### src/rtl/tpg_pkg.sv
`default_nettype none
// ============================================================================
// Module      : tpg_pkg (package)
// Description : Shared encodings for the test-pattern mode sequencer:
//               pattern mode codes, frame geometry and FSM state codes.
// Revision    : 1.0 - initial release
// ============================================================================
package tpg_pkg;

  typedef logic [1:0] mode_t;

  // Pattern select codes seen by the pixel pattern generator
  localparam mode_t MODE_BARS    = 2'd0;
  localparam mode_t MODE_GRID    = 2'd1;
  localparam mode_t MODE_CHECKER = 2'd2;
  localparam mode_t MODE_CELLS   = 2'd3;
  localparam int    NUM_MODES    = 4;

  // Visible frame geometry of the VGA timing block
  localparam int V_ACTIVE = 480;
  localparam int H_ACTIVE = 640;

  // Sequencer FSM state codes
  localparam logic [0:0] S_MANUAL = 1'b0;
  localparam logic [0:0] S_AUTO   = 1'b1;

  // Next pattern in the rotation, wrapping from the last back to bars
  function automatic mode_t next_mode(input mode_t m);
    return (m == MODE_CELLS) ? MODE_BARS : mode_t'(m + 2'd1);
  endfunction

endpackage
`default_nettype wire

### src/rtl/btn_debounce.sv
`default_nettype none
// ============================================================================
// Module      : btn_debounce
// Description : Two-flop synchronizer, optional stable-level debounce and
//               registered rising-edge pulse for one board input. The output
//               is either the accepted level or the one-cycle press pulse.
//               Build option: TPG_SEQ_DEBOUNCE_EN enables the debounce
//               counter; without it the synchronized level is accepted as-is.
// Revision    : 1.0 - initial release
// ============================================================================
module btn_debounce #(
  parameter int DEBOUNCE_CYCLES = 250000,
  parameter bit PULSE_OUT       = 1'b1
) (
  input  logic clk,
  input  logic resetn,
  input  logic i_raw,
  output logic o_out
);

  logic r_sync1;
  logic r_sync2;
  logic r_level_d;
  logic r_press;
  logic w_level;

  // Bring the asynchronous input into the clock domain
  always_ff @(posedge clk) begin
    if (!resetn) begin
      r_sync1 <= 1'b0;
      r_sync2 <= 1'b0;
    end else begin
      r_sync1 <= i_raw;
      r_sync2 <= r_sync1;
    end
  end

`ifdef TPG_SEQ_DEBOUNCE_EN
  localparam int c_CNT_W = (DEBOUNCE_CYCLES > 1) ? $clog2(DEBOUNCE_CYCLES) : 1;
  localparam logic [c_CNT_W-1:0] c_CNT_LAST = c_CNT_W'(DEBOUNCE_CYCLES - 1);

  logic [c_CNT_W-1:0] r_cnt;
  logic               r_acc;

  // Accept a new level only after it has differed for DEBOUNCE_CYCLES cycles
  always_ff @(posedge clk) begin
    if (!resetn) begin
      r_cnt <= '0;
      r_acc <= 1'b0;
    end else if (r_sync2 == r_acc) begin
      r_cnt <= '0;
    end else if (r_cnt == c_CNT_LAST) begin
      r_acc <= r_sync2;
      r_cnt <= '0;
    end else begin
      r_cnt <= r_cnt + 1'b1;
    end
  end

  assign w_level = r_acc;
`else
  assign w_level = r_sync2;
`endif

  // One-cycle pulse on each accepted 0->1 transition
  always_ff @(posedge clk) begin
    if (!resetn) begin
      r_level_d <= 1'b0;
      r_press   <= 1'b0;
    end else begin
      r_level_d <= w_level;
      r_press   <= w_level & ~r_level_d;
    end
  end

  assign o_out = PULSE_OUT ? r_press : w_level;

endmodule
`default_nettype wire

### src/rtl/tpg_mode_sequencer.sv
`default_nettype none
// ============================================================================
// Module      : tpg_mode_sequencer
// Description : Chooses the 2-bit pattern mode for the test-pattern
//               generator. A debounced push-button steps the mode, a slide
//               switch enables auto-cycling every DWELL_FRAMES frames. Mode
//               only changes at the start of vertical blanking.
//               Build option: TPG_SEQ_DEBOUNCE_EN (debounce counters in the
//               input conditioning; undefined = synchronizer only).
// Revision    : 1.0 - initial release
// ============================================================================
module tpg_mode_sequencer #(
  parameter int DEBOUNCE_CYCLES = 250000,
  parameter int DWELL_FRAMES    = 120,
  parameter int V_ACTIVE        = 480
) (
  input  logic       clk_pix,
  input  logic       resetn,
  input  logic [9:0] hcount,
  input  logic [9:0] vcount,
  input  logic       btn_next_raw,
  input  logic       auto_sw_raw,
  output logic [1:0] mode,
  output logic       frame_tick,
  output logic       mode_changed,
  output logic       auto_active
);

  import tpg_pkg::*;

  localparam logic [9:0] c_DWELL_LAST = 10'(DWELL_FRAMES - 1);
  localparam logic [9:0] c_V_START    = 10'(V_ACTIVE);

  logic       w_press;
  logic       w_auto_lvl;
  logic       w_at_vblank;
  logic       w_req;
  logic       w_adv;
  logic [0:0] w_state_nxt;
  logic [9:0] w_dwell_nxt;

  logic       r_tick;
  logic       r_pending;
  logic [0:0] r_state;
  logic [9:0] r_dwell;
  mode_t      r_mode;
  logic       r_mode_changed;
  logic       r_auto_active;

  btn_debounce #(
    .DEBOUNCE_CYCLES (DEBOUNCE_CYCLES),
    .PULSE_OUT       (1'b1)
  ) u_btn_next (
    .clk    (clk_pix),
    .resetn (resetn),
    .i_raw  (btn_next_raw),
    .o_out  (w_press)
  );

  btn_debounce #(
    .DEBOUNCE_CYCLES (DEBOUNCE_CYCLES),
    .PULSE_OUT       (1'b0)
  ) u_auto_sw (
    .clk    (clk_pix),
    .resetn (resetn),
    .i_raw  (auto_sw_raw),
    .o_out  (w_auto_lvl)
  );

  assign w_at_vblank = (hcount == 10'd0) && (vcount == c_V_START);

  // Registered start-of-vertical-blank strobe
  always_ff @(posedge clk_pix) begin
    if (!resetn) r_tick <= 1'b0;
    else         r_tick <= w_at_vblank;
  end

  // Presses collapse into one request per frame; the tick consumes it
  always_ff @(posedge clk_pix) begin
    if (!resetn)      r_pending <= 1'b0;
    else if (r_tick)  r_pending <= 1'b0;
    else if (w_press) r_pending <= 1'b1;
  end

  // A press arriving on the tick cycle itself is folded into that tick
  assign w_req = r_pending | w_press;

  // Next-state and advance decision, evaluated only on tick cycles
  always_comb begin
    w_state_nxt = r_state;
    w_dwell_nxt = r_dwell;
    w_adv       = 1'b0;
    if (r_tick) begin
      case (r_state)
        S_MANUAL: begin
          w_adv = w_req;
          if (w_auto_lvl) begin
            w_state_nxt = S_AUTO;
            w_dwell_nxt = 10'd0;
          end
        end
        S_AUTO: begin
          if (!w_auto_lvl) begin
            // Leaving auto holds the mode unless a press is outstanding
            w_state_nxt = S_MANUAL;
            w_adv       = w_req;
            w_dwell_nxt = 10'd0;
          end else if (w_req || (r_dwell == c_DWELL_LAST)) begin
            w_adv       = 1'b1;
            w_dwell_nxt = 10'd0;
          end else begin
            w_dwell_nxt = r_dwell + 10'd1;
          end
        end
        default: w_state_nxt = S_MANUAL;
      endcase
    end
  end

  // State, dwell counter, mode and status outputs
  always_ff @(posedge clk_pix) begin
    if (!resetn) begin
      r_state        <= S_MANUAL;
      r_dwell        <= 10'd0;
      r_mode         <= MODE_BARS;
      r_mode_changed <= 1'b0;
      r_auto_active  <= 1'b0;
    end else begin
      r_state        <= w_state_nxt;
      r_dwell        <= w_dwell_nxt;
      r_mode         <= w_adv ? next_mode(r_mode) : r_mode;
      r_mode_changed <= w_adv;
      r_auto_active  <= (w_state_nxt == S_AUTO);
    end
  end

  assign mode         = r_mode;
  assign frame_tick   = r_tick;
  assign mode_changed = r_mode_changed;
  assign auto_active  = r_auto_active;

endmodule
`default_nettype wire

### config.mk
export PLATFORM = sky130hd
export DESIGN_NAME = tpg_mode_sequencer
export DESIGN_NICKNAME = d
export VERILOG_FILES = /design/src/rtl/tpg_pkg.sv /design/src/rtl/btn_debounce.sv /design/src/rtl/tpg_mode_sequencer.sv
export SDC_FILE = /design/constraint.sdc
export NUM_CORES = 1
export LEC_CHECK = 0
export BUFFER_PORTS_ARGS = -buffer_cell sky130_fd_sc_hd__clkbuf_2
export CORE_MARGIN = 1
export CORE_UTILIZATION = 50
export DETAILED_ROUTE_END_ITERATION = 10
export HOLD_SLACK_MARGIN = 0.05
export PLACE_DENSITY = 0.81
export SLEW_MARGIN = 15
export SYNTH_ARGS = -nofsm -noshare
export SYNTH_HDL_FRONTEND = slang
export SYNTH_SLANG_ARGS = --single-unit
### constraint.sdc
create_clock -name clk_pix -period 2.6 [get_ports clk_pix]
set_clock_uncertainty 0.2 [all_clocks]
set_input_delay 0.13 -clock clk_pix [delete_from_list [all_inputs] [get_ports clk_pix]]
set_output_delay 0.13 -clock clk_pix [all_outputs]
set_load 0.02 [all_outputs]
==> summary.md <==
| Metric | Value |
|---|---|
| Status | finished, final reports clean |
| Share of the synthesized area in the top cell type | 44.8% |
| Number of synthesized flops with an enable pin | 0 |
| Skew-Pair Late Insertion Delay | 310 ps |
| Core footprint | 0.00178 mm2 |
| CTS tree | built |
| Initial antenna violation count | 0 |
| P_leak | 0.498 nW |
| Critical Path RT | 2620 ps |
| End point of the critical path | frame_tick$_SDFF_PN0_ |
| Nets | 173 |
| Post-synth top area cell | dfxtp_1 |
| Postcts setup bufs | 0 |
| Maximum VDD drop | 307 uV |
| CTS root buf | clkbuf_4 |
| Finish-stage setup viols | 0 |
| Cell Area, Synth | 982 um2 |
| Max_slew headroom | 62.8% |
| First-pass GRT wire length | 3570 um |
| Sequential area share after synthesis | 44.8% |
| Top cells by area, synth | dfxtp_1 (45%), nor2_1 (5.4%), nand3_1 (3.6%) |
| Crit start category | input port |
| IO Count | 29 |
| R2R depth | 5 |
| DRT iter0 DRCs | 25 |
| Post-synthesis area per instance | 9.09 um2 |
| DRT Pass-1 Iters | 4 |
| Vias per cell | 5.62 |
| RSZ-0062 raised after global routing | no |
| FMAX | 0.517 GHz |
| Mapped Cells | 108 |
| Area grow syn2layout | 29.8% |
| Starting Density | 55.1% |
| DRC | 0 |
| Total CTS buffers | 3 |
| ANT nets after route | 0 |
| RR Endpoint | r_dwell[4]$_SDFFE_PN0P_ |
| Vias in the first global route | 894 |
| Clk slew on worst S/H paths | 120 ps |
| Power Density | 503 mW/mm2 |
| Post-synthesis register bit count | 22 |
| Syn nets | 134 |
| Total Die Area | 0.00215 mm2 |
| Final hold violation count | 0 |
| Ys async rst share | 0% |
| Top_reg_cell synth | dfxtp_1 |
| Setup TNS | 0 ps |
| WS Path Type | in2reg |
| Largest net degree at the start of global routing | 14 |
| Gr usage total | 23.9% |
| Antenna diodes | 0 |
| Longest Clk Path Bufs | 2 |
| Vert. Die Dim | 46.3 um |
| Period utilization | 74.4% |
| Worst R2R Start | r_dwell[0]$_SDFFE_PN0P_ |
| CTS-repair resized insts | 0 |
| Global route overflow | 0 |
| Final Power | 0.642 mW |
| Fin area | 0.00127 mm2 |
| DPL Wire Length | 1450 um |
| Synth Warn # | 0 |
| Max-slew violation count | 0 |
| Max-cap violations | 0 |
| Die extent in x | 46.3 um |
| Slew @ Worst Pin | 552 ps |
| Layout cells sized above 1 | 24.7% |
| Gpl congestion | 0.920 |
| Row count | 15 |
| Sink Count | 22 |
| HP Class | reg2reg |
| CP Max Fanout | 1 |
| Reg2reg setup slack | 870 ps |
| Drt wl/cell | 12.6 um |
| Hold_buf cts | 8 |
| Post-DP Area | 0.00114 mm2 |
| Total number of vias | 961 |
| Clock period minus worst slack | 1930 ps |
| H-tree lvl count | 1 |
| IO Port Bufs | 28 |
| Synth cell types | 34 |
| WP data arrival | 1950 ps |
| Critical Path Source | vcount[8] |
| Routed WL | 2160 um |
| CP endpoint kind | flop |
[flip-flops by register name (all words and copies together), names as in the netlist]
| signal | flops |
|---|---|
| u_btn_next.r_level_d | 1 |
| u_btn_next.o_out | 1 |
| mode_changed | 1 |
| frame_tick | 1 |
| u_btn_next.r_sync1 | 1 |
| r_pending | 1 |
| mode | 2 |
| auto_active | 1 |
| u_auto_sw.r_sync1 | 1 |
| u_auto_sw.o_out | 1 |
| u_btn_next.r_sync2 | 1 |
| r_dwell | 10 |
[cell type report]
class | instances | area (um2)
multi-input combinational | 83 | 527
fill | 135 | 508
sequential | 22 | 440
timing repair buffer | 36 | 220
tap | 25 | 31.3
clock inverter | 1 | 30.0
clock buffer | 3 | 22.5
inverter | 1 | 3.75
[metal layers]
layer	track usage (%)	vias up	wire length, um
met4	11.8	0	37
met5	0	-	0
met3	6.67	5	124
met1	25.5	442	917
li1	-	477	-
met2	42.2	37	1080
[cell usage after synthesis, types with 2 or more instances]
cell type	number
a21oi_1	4
a31oi_1	4
and2_1	5
and3_1	3
dfxtp_1	22
ha_1	2
nand2_1	9
nand3_1	7
nand4_1	5
nand4b_1	2
nand4bb_1	2
nor2_1	14
nor3_1	3
nor4_1	3
xnor2_1	2
xor2_1	3
[worst min path at each step]
stage | to | from | cells past startpoint
after floorplan | u_auto_sw.o_out$_SDFF_PN0_ | resetn | 1
after global placement | u_auto_sw.r_sync1$_SDFF_PN0_ | auto_sw_raw | 2
after detailed placement | u_auto_sw.r_sync1$_SDFF_PN0_ | auto_sw_raw | 2
after CTS | u_btn_next.o_out$_SDFF_PN0_ | u_btn_next.r_level_d$_SDFF_PN0_ | 1
after global routing | u_btn_next.o_out$_SDFF_PN0_ | u_btn_next.r_level_d$_SDFF_PN0_ | 1
final | u_btn_next.o_out$_SDFF_PN0_ | u_btn_next.r_level_d$_SDFF_PN0_ | 1
[through the flow]
stage	hold slack [ps]	worst slack [ps]	instances	util, %
5_1_grt	213	525	171	71.5
3_3_place_gp	138	972	159	64.1
6_report	207	665	171	71.5
3_5_place_dp	141	889	159	64.1
4_1_cts	204	650	171	71.5
2_1_floorplan	51.7	998	108	-
[power breakdown]
part,switching [mW],internal (mW)
clock,0.107,0.156
sequential,0.00211,0.341
combinational,0.0129,0.0222
total,0.122,0.519
[cells in the final DEF, fill, tap and decap left out, types with 2 or more instances in the layout]
cell	n
xor2_1	3
clkbuf_4	3
xnor2_1	2
and3_1	3
nand3_1	7
nand4b_1	2
nor3_1	3
a21oi_1	4
nand4bb_1	2
a31oi_1	4
nand2_1	9
nor2_1	14
clkbuf_2	28
nor4_1	3
and2_1	5
dfxtp_1	22
ha_1	2
nand4_1	5
dlygate4sd3_1	8
[worst max-delay path, stage by stage]
cell           delay, ps
dlygate4sd3_1        540
clkbuf_2             100
nand4b_1              60
dlygate4sd3_1        550
nor2_1                40
dlygate4sd3_1        540
[cells by family after synthesis]
group / Yosys count / share of synthesized area, %
buffers and inverters: 3 / 1.53
XOR/XNOR: 5 / 4.46
multiplexers: 1 / 1.02
AO/OA/AOI/OAI: 16 / 11.0
adder cells (fa/ha/maj): 2 / 2.55
AND/OR/NAND/NOR: 59 / 34.7
flip-flops: 22 / 44.8
Note: power is estimated with default switching activity, not from simulation.
